$ cat src/rtl/mem_stage_if.sv
// Data-memory port of the memory stage.
// The stage drives address, write data and the two strobes. The memory
// returns read data combinationally in the same cycle.
//   addr   word address (ADDR_W bits)
//   wdata  16-bit write data
//   we     write enable
//   re     read enable
//   rdata  16-bit read data, valid in the cycle addr is presented
interface mem_stage_if #(
    parameter int ADDR_W = 12
);
    logic [ADDR_W-1:0] addr;
    logic [15:0]       wdata;
    logic              we;
    logic              re;
    logic [15:0]       rdata;

    modport master (output addr, output wdata, output we, output re, input rdata);
    modport slave  (input addr, input wdata, input we, input re, output rdata);
endinterface

$ cat src/rtl/mem_stage.sv
// Memory-access pipeline stage.
// Owns the stack pointer and drives a single-port 16-bit data memory.
// A 32-bit access (PC/flags push/pop, 32-bit load/store) is split into two
// word accesses. Upstream is stalled during the first word.
// Popped flags go back to execute, and a popped PC goes back to fetch.
//
// Ports:
//   clk, reset            clock and asynchronous active-low reset
//   valid_in .. flags_push_pop_in   operation fields from the EX/MEM buffer
//   dmem                  data-memory port (master side)
//   mem_data_out          loaded value (16-bit loads zero-extended)
//   pop_pc_out/_valid     popped PC {4'b0, loaded[27:0]} and its pulse
//   POP_flags_val_out     popped flags {OVF,Z,N,C}
//   is_POP_flags_out      pulse for the popped flags
//   SP_out                current stack pointer
//   stall_out             upstream must hold EX/MEM contents
//   valid_out             access completes this cycle
//
// state  | meaning
// IDLE   | accepting a new access; 16-bit accesses complete here
// SECOND | second word of a 32-bit access, using registered op fields
//
// The completion outputs are combinational because read data arrives in the
// completing cycle. Only the state, SP and the first-word context are registered.
module mem_stage #(
    parameter int                ADDR_W   = 12,
    parameter logic [ADDR_W-1:0] SP_RESET = '1
) (
    input  logic              clk,
    input  logic              reset,
    input  logic              valid_in,
    input  logic [31:0]       PC_in,
    input  logic [15:0]       Rdst1_val_in,
    input  logic [15:0]       Rsrc_val_in,
    input  logic [15:0]       Rdst_val_in,
    input  logic              mem_read_in,
    input  logic              mem_write_in,
    input  logic              mem_type_in,
    input  logic              mem_addr_src_in,
    input  logic              mem_data_src_in,
    input  logic [1:0]        SP_src_in,
    input  logic              PC_push_pop_in,
    input  logic              flags_push_pop_in,
    mem_stage_if.master       dmem,
    output logic [31:0]       mem_data_out,
    output logic [31:0]       pop_pc_out,
    output logic              pop_pc_valid,
    output logic [3:0]        POP_flags_val_out,
    output logic              is_POP_flags_out,
    output logic [ADDR_W-1:0] SP_out,
    output logic              stall_out,
    output logic              valid_out
);

    typedef enum logic {IDLE, SECOND} state_t;

    state_t            state;
    logic [ADDR_W-1:0] sp;
    logic [ADDR_W-1:0] addr2_q;
    logic [15:0]       wdata2_q;
    logic [15:0]       low_q;
    logic              rd_q, wr_q, push_q, pop_q, stack_q, pcpp_q, fpp_q;

    logic              access, rd, wr, push, pop;
    logic [ADDR_W-1:0] ea, addr0, addr1;
    logic [15:0]       hi_word, lo_word, wdata0, wdata1;
    logic              cur_rd, cur_pop, cur_pcpp, cur_fpp;
    logic              first_cycle, done_rd;
    logic [31:0]       loaded;

    logic unused_ea_bits;
    assign unused_ea_bits = ^Rdst1_val_in[15:ADDR_W];

    // A read with a simultaneous write is treated as a write.
    assign wr     = mem_write_in;
    assign rd     = mem_read_in & ~mem_write_in;
    assign access = valid_in & (mem_read_in | mem_write_in);
    assign push   = (SP_src_in == 2'd1);
    assign pop    = (SP_src_in == 2'd2);
    assign ea     = Rdst1_val_in[ADDR_W-1:0];

    assign hi_word = mem_data_src_in ? PC_in[31:16] : Rdst_val_in;
    assign lo_word = mem_data_src_in ? PC_in[15:0]  : Rsrc_val_in;

    // Stack pushes store the upper word first, at the higher address.
    // Non-stack stores write the lower word at EA first.
    always_comb begin
        addr0 = ea;
        addr1 = ea + 1'b1;
        if (mem_addr_src_in) begin
            if (push) begin
                addr0 = sp;
                addr1 = sp - 1'b1;
            end else if (pop) begin
                addr0 = sp + 1'b1;
                addr1 = sp + ADDR_W'(2);
            end else begin
                addr0 = sp;
                addr1 = sp + 1'b1;
            end
        end
    end

    assign wdata0 = (mem_type_in & mem_addr_src_in) ? hi_word : lo_word;
    assign wdata1 = mem_addr_src_in ? lo_word : hi_word;

    always_comb begin
        dmem.addr   = '0;
        dmem.wdata  = '0;
        dmem.we     = 1'b0;
        dmem.re     = 1'b0;
        stall_out   = 1'b0;
        valid_out   = 1'b0;
        first_cycle = 1'b0;
        cur_rd      = 1'b0;
        cur_pop     = 1'b0;
        cur_pcpp    = 1'b0;
        cur_fpp     = 1'b0;
        // Gating with reset makes an abort take effect immediately, not at the next edge.
        if (!reset) begin
            dmem.we = 1'b0;
        end else if (state == SECOND) begin
            dmem.addr  = addr2_q;
            dmem.wdata = wdata2_q;
            dmem.we    = wr_q;
            dmem.re    = rd_q;
            valid_out  = 1'b1;
            cur_rd     = rd_q;
            cur_pop    = pop_q;
            cur_pcpp   = pcpp_q;
            cur_fpp    = fpp_q;
        end else if (access) begin
            dmem.addr   = addr0;
            dmem.wdata  = wdata0;
            dmem.we     = wr;
            dmem.re     = rd;
            stall_out   = mem_type_in;
            valid_out   = ~mem_type_in;
            first_cycle = 1'b1;
            cur_rd      = rd;
            cur_pop     = pop;
            cur_pcpp    = PC_push_pop_in;
            cur_fpp     = flags_push_pop_in;
        end
    end

    // Stack pops read the lower word first. Non-stack loads read the upper word at EA.
    always_comb begin
        loaded = '0;
        if (first_cycle)
            loaded = {16'h0000, dmem.rdata};
        else if (stack_q)
            loaded = {dmem.rdata, low_q};
        else
            loaded = {low_q, dmem.rdata};
    end

    assign done_rd           = valid_out & cur_rd;
    assign mem_data_out      = done_rd ? loaded : 32'h0;
    assign pop_pc_valid      = done_rd & cur_pop & cur_pcpp;
    assign pop_pc_out        = pop_pc_valid ? {4'h0, loaded[27:0]} : 32'h0;
    assign is_POP_flags_out  = done_rd & cur_pop & cur_fpp;
    assign POP_flags_val_out = is_POP_flags_out ? loaded[31:28] : 4'h0;
    assign SP_out            = sp;

    always_ff @(posedge clk or negedge reset) begin
        if (!reset) begin
            state    <= IDLE;
            sp       <= SP_RESET;
            addr2_q  <= '0;
            wdata2_q <= '0;
            low_q    <= '0;
            rd_q     <= 1'b0;
            wr_q     <= 1'b0;
            push_q   <= 1'b0;
            pop_q    <= 1'b0;
            stack_q  <= 1'b0;
            pcpp_q   <= 1'b0;
            fpp_q    <= 1'b0;
        end else begin
            case (state)
                IDLE: begin
                    if (access) begin
                        if (mem_type_in) begin
                            state    <= SECOND;
                            addr2_q  <= addr1;
                            wdata2_q <= wdata1;
                            low_q    <= dmem.rdata;
                            rd_q     <= rd;
                            wr_q     <= wr;
                            push_q   <= push;
                            pop_q    <= pop;
                            stack_q  <= mem_addr_src_in;
                            pcpp_q   <= PC_push_pop_in;
                            fpp_q    <= flags_push_pop_in;
                        end else if (push) begin
                            sp <= sp - 1'b1;
                        end else if (pop) begin
                            sp <= sp + 1'b1;
                        end
                    end
                end
                SECOND: begin
                    state <= IDLE;
                    if (push_q)
                        sp <= sp - ADDR_W'(2);
                    else if (pop_q)
                        sp <= sp + ADDR_W'(2);
                end
                default: state <= IDLE;
            endcase
        end
    end

endmodule

$ cat src/flat_wrapper.sv
// flat-port wrapper written by rule: the top's interface ports become plain ports
module mem_stage_flat 
#(
    parameter int                ADDR_W   = 12,
    parameter logic [ADDR_W-1:0] SP_RESET = '1
)
  (clk, reset, valid_in, PC_in, Rdst1_val_in, Rsrc_val_in, Rdst_val_in, mem_read_in, mem_write_in, mem_type_in, mem_addr_src_in, mem_data_src_in, SP_src_in, PC_push_pop_in, flags_push_pop_in, mem_data_out, pop_pc_out, pop_pc_valid, POP_flags_val_out, is_POP_flags_out, SP_out, stall_out, valid_out, dmem_addr, dmem_wdata, dmem_we, dmem_re, dmem_rdata);
  mem_stage_if #(.ADDR_W(ADDR_W)) dmem_i ();
  input  logic clk;
  input  logic reset;
  input  logic valid_in;
  input  logic [31:0] PC_in;
  input  logic [15:0] Rdst1_val_in;
  input  logic [15:0] Rsrc_val_in;
  input  logic [15:0] Rdst_val_in;
  input  logic mem_read_in;
  input  logic mem_write_in;
  input  logic mem_type_in;
  input  logic mem_addr_src_in;
  input  logic mem_data_src_in;
  input  logic [1:0] SP_src_in;
  input  logic PC_push_pop_in;
  input  logic flags_push_pop_in;
  output logic [31:0] mem_data_out;
  output logic [31:0] pop_pc_out;
  output logic pop_pc_valid;
  output logic [3:0] POP_flags_val_out;
  output logic is_POP_flags_out;
  output logic [ADDR_W-1:0] SP_out;
  output logic stall_out;
  output logic valid_out;
  output wire logic [$bits(dmem_i.addr)-1:0] dmem_addr;
  output wire logic [$bits(dmem_i.wdata)-1:0] dmem_wdata;
  output wire logic [$bits(dmem_i.we)-1:0] dmem_we;
  output wire logic [$bits(dmem_i.re)-1:0] dmem_re;
  input wire logic [$bits(dmem_i.rdata)-1:0] dmem_rdata;
  assign dmem_addr = dmem_i.addr;
  assign dmem_wdata = dmem_i.wdata;
  assign dmem_we = dmem_i.we;
  assign dmem_re = dmem_i.re;
  assign dmem_i.rdata = dmem_rdata;
  mem_stage #(.ADDR_W(ADDR_W), .SP_RESET(SP_RESET)) u_core (.clk(clk), .reset(reset), .valid_in(valid_in), .PC_in(PC_in), .Rdst1_val_in(Rdst1_val_in), .Rsrc_val_in(Rsrc_val_in), .Rdst_val_in(Rdst_val_in), .mem_read_in(mem_read_in), .mem_write_in(mem_write_in), .mem_type_in(mem_type_in), .mem_addr_src_in(mem_addr_src_in), .mem_data_src_in(mem_data_src_in), .SP_src_in(SP_src_in), .PC_push_pop_in(PC_push_pop_in), .flags_push_pop_in(flags_push_pop_in), .dmem(dmem_i), .mem_data_out(mem_data_out), .pop_pc_out(pop_pc_out), .pop_pc_valid(pop_pc_valid), .POP_flags_val_out(POP_flags_val_out), .is_POP_flags_out(is_POP_flags_out), .SP_out(SP_out), .stall_out(stall_out), .valid_out(valid_out));
endmodule
$ cat config.mk
export PLATFORM = sky130hd
export DESIGN_NAME = mem_stage_flat
export DESIGN_NICKNAME = d
export VERILOG_FILES = /design/src/rtl/mem_stage_if.sv /design/src/rtl/mem_stage.sv /design/src/flat_wrapper.sv
export SDC_FILE = /design/constraint.sdc
export NUM_CORES = 1
export LEC_CHECK = 0
export CAP_MARGIN = 20
export CORE_MARGIN = 3
export CORE_UTILIZATION = 47
export DETAILED_ROUTE_END_ITERATION = 10
export PLACE_DENSITY = 0.85
export SYNTH_ARGS = -nofsm -noshare
export SYNTH_HDL_FRONTEND = slang
export SYNTH_SLANG_ARGS = --single-unit
$ cat constraint.sdc
create_clock -name clk -period 3.1 [get_ports clk]
set_input_delay 0.62 -clock clk [delete_from_list [all_inputs] [get_ports clk]]
set_output_delay 0.62 -clock clk [all_outputs]
set_load 0.02 [all_outputs]
==> results of run 1 <==
==> timing repair <==
action | in CTS | in global routing
pin swaps | 1 | 1
gates cloned | 1 | 0
resized for setup | 276 | 40
buffers inserted | 9 | 5
hold endpoints to repair | 0 | 0
endpoints found under the setup margin | 96 | 64
==> path summary, 6_finish.rpt <==
kind,startpoint,endpoint,slack [ns],cells past startpoint
max,mem_type_in,mem_data_out[22],0.01,7
min,reset,u_core.low_q[7],0.28,2
max reg2reg,u_core.SP_out[1],u_core.addr2_q[6],0.47,9
min reg2reg,u_core.addr2_q[7],u_core.addr2_q[7],0.48,2
max in group asynchronous,reset,u_core.SP_out[0],1.89,3
min in group clk,u_core.addr2_q[7],u_core.addr2_q[7],0.48,2
==> routing by layer <==
layer  vias to the layer above  share of wire  routed length (µm)  global-route usage
met5                         -              0                   0                   0
met4                         0          0.043                1030               0.134
met3                        89           0.10                2400              0.0706
met2                       505           0.50               12200               0.552
met1                      3428           0.35                8540               0.374
li1                       3192              -                   -                   -
==> worst max-delay path, stage by stage <==
cell and delay (ns):
clkdlybuf4s50_1 0.44, buf_4 0.17, o31a_1 0.29, nand2b_1 0.20
buf_12 0.18, nor3_1 0.21, clkdlybuf4s15_1 0.33
==> cells by family after synthesis <==
kind of cell | count (synthesis) | synth area share
mux | 86 | 0.202
buf+inv | 86 | 0.0726
compound gates | 154 | 0.167
xor+xnor | 41 | 0.0566
other cells | 1 | 0.000591
fa+ha+maj | 5 | 0.00986
simple gates | 304 | 0.236
flops | 64 | 0.255
==> power by group <==
group | total, µW | internal (µW) | switching (µW)
sequential | 1290 | 1090 | 204
combinational | 2340 | 1070 | 1270
clock | 1150 | 714 | 439
==> synth_stat cells, types with 4 or more instances <==
cell        n
a22oi_1     4
o211ai_1    4
nand2b_1    9
clkbuf_1   26
nor2b_1     6
dfstp_2    12
xnor2_1    31
a21oi_1    29
o31ai_1     5
buf_4      11
nor2_1     81
dfrtp_1    52
a22o_1     30
nand4_1     8
mux2_2     16
o22ai_1     4
and3_1      9
nor3_1     39
nand3_1    14
buf_6       7
buf_2      26
and2_1      4
a31oi_1     7
mux2i_1    38
a21o_1      5
o21ai_0    29
mux4_2     32
xor2_1     10
inv_1      13
o21ai_1     8
nand2_1   101
ha_1        5
==> through the flow <==
stage / total power [µW] / cell area [µm²] / std cells / utilization
after global routing: 5010 / 9240 / 1168 / 0.715
final: 4780 / 9240 / 1168 / 0.715
after floorplan: 2710 / 6350 / 744 / -
after global placement: 3450 / 8910 / 1136 / 0.690
after detailed placement: 3510 / 8910 / 1136 / 0.690
after CTS: 4700 / 9210 / 1162 / 0.712
==> layout make-up <==
type	count	area [µm²]
tap	172	215
clock inverter	7	103
sequential	64	1620
inverter	13	48.8
clock buffer	9	225
antenna	1	2.50
fill	937	3690
timing repair buffer	308	2640
multi-input combinational	594	4380
==> sequential cells by signal (all words and copies together) (netlist names) <==
register         count
u_core.rd_q          1
u_core.push_q        1
u_core.pop_q         1
u_core.addr2_q      12
u_core.pcpp_q        1
u_core.wdata2_q     16
u_core.fpp_q         1
u_core.state         1
u_core.wr_q          1
u_core.SP_out       12
u_core.low_q        16
u_core.stack_q       1
==> out/qor.txt, run 1 <==
Status - completed
Layout Skew - 0.00938 ns
Setup ws final - 0.0116 ns
TritonRoute pass-1 iters - 7
Synth area leaders - dfrtp_1, mux4_2, mux2i_1
DR vias - 7214
Area of the mapped netlist - 0.00634 mm²
Crit start category - primary input
CTS Buffer Depth - 2
Seq cells post-synth - 64
Layout cell share with drive strength beyond 1 - 0.277
Crit-path max FO - 25
Global-route wire length before repair - 37.0 mm
Main synth FF type - dfrtp_1
Drt wl/cell - 20.7 µm
Avg Inst Size Synth - 8.56 µm²
Die X - 122 µm
Starting Density - 0.491
Vias/cell - 6.18
Area Growth Syn to Fin - 45.7%
Max cap viols - 0
Count of input and output buffers - 213
Final setup violation count - 0
Final ANT Viol Nets - 0
I/O pin total - 222
Core region area - 0.0129 mm²
Num CTS Buffers - 9
Most common cell after layout, fill and taps aside - clkdlybuf4s50_1
Critical Path Sink Type - output port
Worst slew margin - 0.622
Final wirelength - 24.1 mm
Critical path required time - 2.48 ns
Peak VDD IR - 0.270 mV
EDFF count, synth - 0
Tightest Pin Transition - 0.566 ns
Hold Crit Class - in -> async
P per Cell Area - 518 mW/mm²
Initial antenna violation count - 1
CTS Hold Bufs - 0
Total global routing overflow - 0
Remaining DRCs - 0
Routability cong. - 0.989
Final Max Tran Viols - 0
TNS Setup - 0 ns
Core Rows - 41
Synth top area share - 0.205
Sequential area share after synthesis - 0.255
Crit share post-route - 0.996
Fraction of registers with async set/reset - 1.00
Hold Fails Final Rpt - 0
Fmax - 0.324 GHz
Pleak - 0.00408 µW
H-tree Lvls - 3
Die height - 122 µm
Total track usage - 0.316
Mapped Cells - 741
Setup WS pre-CTS - -0.468 ns
Fin nets - 1103
Crit path arrival time - 2.47 ns
Largest net degree at the start of global routing - 49
Synth unique cells - 76
Hold WS - 0.276 ns
CP Class - in -> out
Clk_lat worst skew - 0.35 ns
Clock period minus worst slack - 3.09 ns
Die area - 0.0149 mm²
HPWL after detailed placement - 16.9 mm
Number of global-route vias before repair - 6986
Area leader, netlist - dfrtp_1
CTS clock-pin slew for the worst setup and hold paths - 0.06 ns
CTS sink cnt - 64
CTS tree - done
DR iter-0 viols - 758
Synth Warn # - 0
Most frequent cells in the layout - clkdlybuf4s50_1, nand2_1, buf_4
Root Driver - clkbuf_16
Power figures use the tool's default switching activity.
==> run 2: changes to the inputs <==
--- a/config.mk
+++ b/config.mk
@@ -8,6 +8,7 @@
 export CAP_MARGIN = 20
 export CORE_MARGIN = 3
 export CORE_UTILIZATION = 47
+export CTS_CLUSTER_SIZE = 16
 export DETAILED_ROUTE_END_ITERATION = 10
 export PLACE_DENSITY = 0.85
 export SYNTH_ARGS = -nofsm -noshare
==> results of run 2 <==
Same layout as run 1: the final DEF is identical, and so are final timing and power.
==> variant: new RTL, config.mk and constraints of run 2 <==
Put a register stage on the output `POP_flags_val_out`. The value now appears one clock later. The other outputs are not delayed to match.
--- a/src/rtl/mem_stage.sv
+++ b/src/rtl/mem_stage.sv
@@ -162,3 +162,9 @@
     assign is_POP_flags_out  = done_rd & cur_pop & cur_fpp;
-    assign POP_flags_val_out = is_POP_flags_out ? loaded[31:28] : 4'h0;
+    always_ff @(posedge clk or negedge reset) begin
+        if (!reset) begin
+            POP_flags_val_out <= '0;
+        end else begin
+            POP_flags_val_out <= is_POP_flags_out ? loaded[31:28] : 4'h0;
+        end
+    end
     assign SP_out            = sp;
Check against the original RTL: not equivalent (Yosys sat finds a counterexample within 4 cycles, from zero or initial values and one cycle with reset low).
==> variant against run 2 <==
Area after synthesis down 4.1%. Sequential share of layout area up 0.84 points. Clock power down 10%. Total power down 1.3%. Design area up 1.3%. Setup slack better by 0.040 ns. Sequential cell count up 4. Routed wire length down 0.84%. Maximum frequency up 1.3%. Combinational power up 2%. Utilization up 4.6 points. Final cell count down 2.8%. Critical endpoint is now dmem_addr[6]. Largest power group unchanged.
==> variant: results (changes against run 2) <==
* Relative max-transition margin at 37.5% (-25 points)
* Share of layout cells above drive strength 1 at 28.5% (+0.73 points)
* Root Buffer: clkbuf_16
* Seq/Total Area, Yosys at 28.2% (+2.7 points)
* Post-Synth Adder-Cell Area at 1.19% (+0.21 points)
* First-pass GRT wire length at 35800 µm (-3.2%)
* Worst Path Max Fanout at 14 (-44%)
* Sw power at 1.88 mW (-1.3%)
* Yosys cell types at 69 (-9.2%)
* Vias in the first global route at 6682 (-4.4%)
* Slowest CP cell: dfstp_2
* Post-synth top cells: 93 x nand2_1, 57 x nor2_1, 56 x dfrtp_1
* Synth area leaders: dfrtp_1 23%, mux4_2 12%, nand2_1 5.7%, mux2i_1 5.6%, dfstp_2 5.2%
* First-pass iteration count of the detailed router at 6 (-1)
* Compound-Gate Fraction of Synth Area at 17.6% (+0.83 points)
* Max VDD drop at 0.325 mV (+20%)
* Vias per cell at 6.18 (+0.11%)
* DRT iter0 DRCs at 769 (+1.5%)
* Final RePlAce weighted congestion at 0.998 (+0.95%)
* Outcome: complete, no violations
* WL per Instance at 21.1 µm (+2.0%)
* Arr. time, crit path at 2.43 ns (-0.04 ns)
* Post-DP HPWL at 17300 µm (+2.2%)
* Mux cell area share after synthesis at 21.0% (+0.75 points)
* GRT Overall Usage at 31.4% (-0.25 points)
* Total Nets Final at 1074 (-2.6%)
* Reg2Reg Depth at 7 (-2)
* Leakage power at 4.03 nW (-1.1%)
* Fill cells at 888 (-5.2%)
* Placement Setup Slack at -0.519 ns (-0.0508 ns)
* Fin cells at 1135 (-2.8%)
* Post-synthesis xor/xnor area fraction at 4.61% (-1.1 points)
* Area grow syn2layout at 53.8%
* Largest net degree at the start of global routing at 54 (+10%)
* Biggest cell delay along the critical path at 0.53 ns (+0.09 ns)
* Syn Inst Count at 708 (-4.5%)
* Placed inst area at 0.00880 mm² (-1.3%)
* Clk buf depth at 2 (unchanged)
-- variant: layout make-up --
class | instances | share of cell area [%]
antenna | 1 | 0.0267
clock buffer | 9 | 2.41
clock inverter | 7 | 0.722
inverter | 13 | 0.521
multi-input combinational | 563 | 46.2
sequential | 68 | 18.3
tap | 168 | 2.25
timing repair buffer | 306 | 29.5
-- variant: power groups by stage --
stage          clock (mW)  combinational (mW)  sequential (mW)
2_1_floorplan           0                1.22             1.37
3_3_place_gp            0                2.15             1.29
3_5_place_dp            0                2.18             1.30
4_1_cts              1.04                2.24             1.29
5_1_grt              1.07                2.53             1.34
6_report             1.03                2.38             1.32
-- variant: worst max-delay path: cells and delay by family (launching register included) --
family          cells  cell delay (ns)
compound gates      2             0.28
xor+xnor            1             0.20
flops               1             0.53
buf+inv             2             0.52
simple gates        2             0.56
-- variant: what timing repair did --
item	4_1_cts	5_1_grt
resized for setup	302	50
cloned	2	2
pin swaps	3	5
hold buffers	0	0
hold endpoints to repair	0	0
setup buffers	5	8
setup endpoints to repair	93	79
-- variant: path summary, 6_finish.rpt --
| check | end | start | slack (ns) |
|---|---|---|---|
| max | dmem_addr[6] | u_core.SP_out[5] | 0.05 |
| min | u_core.pop_q | reset | 0.28 |
| max reg2reg | u_core.addr2_q[10] | u_core.SP_out[4] | 0.73 |
| min reg2reg | u_core.addr2_q[2] | u_core.addr2_q[2] | 0.49 |
| max in group asynchronous | u_core.low_q[10] | reset | 2.17 |
| min in group clk | u_core.addr2_q[2] | u_core.addr2_q[2] | 0.49 |
-- variant: layer usage --
layer / up-vias / wire length [µm] / global-route usage [%]
met4: 0 / 1040 / 13.1
li1: 3124 / - / -
met1: 3348 / 8750 / 39.0
met5: - / 0 / 0
met3: 92 / 2270 / 7.49
met2: 454 / 11900 / 52.4
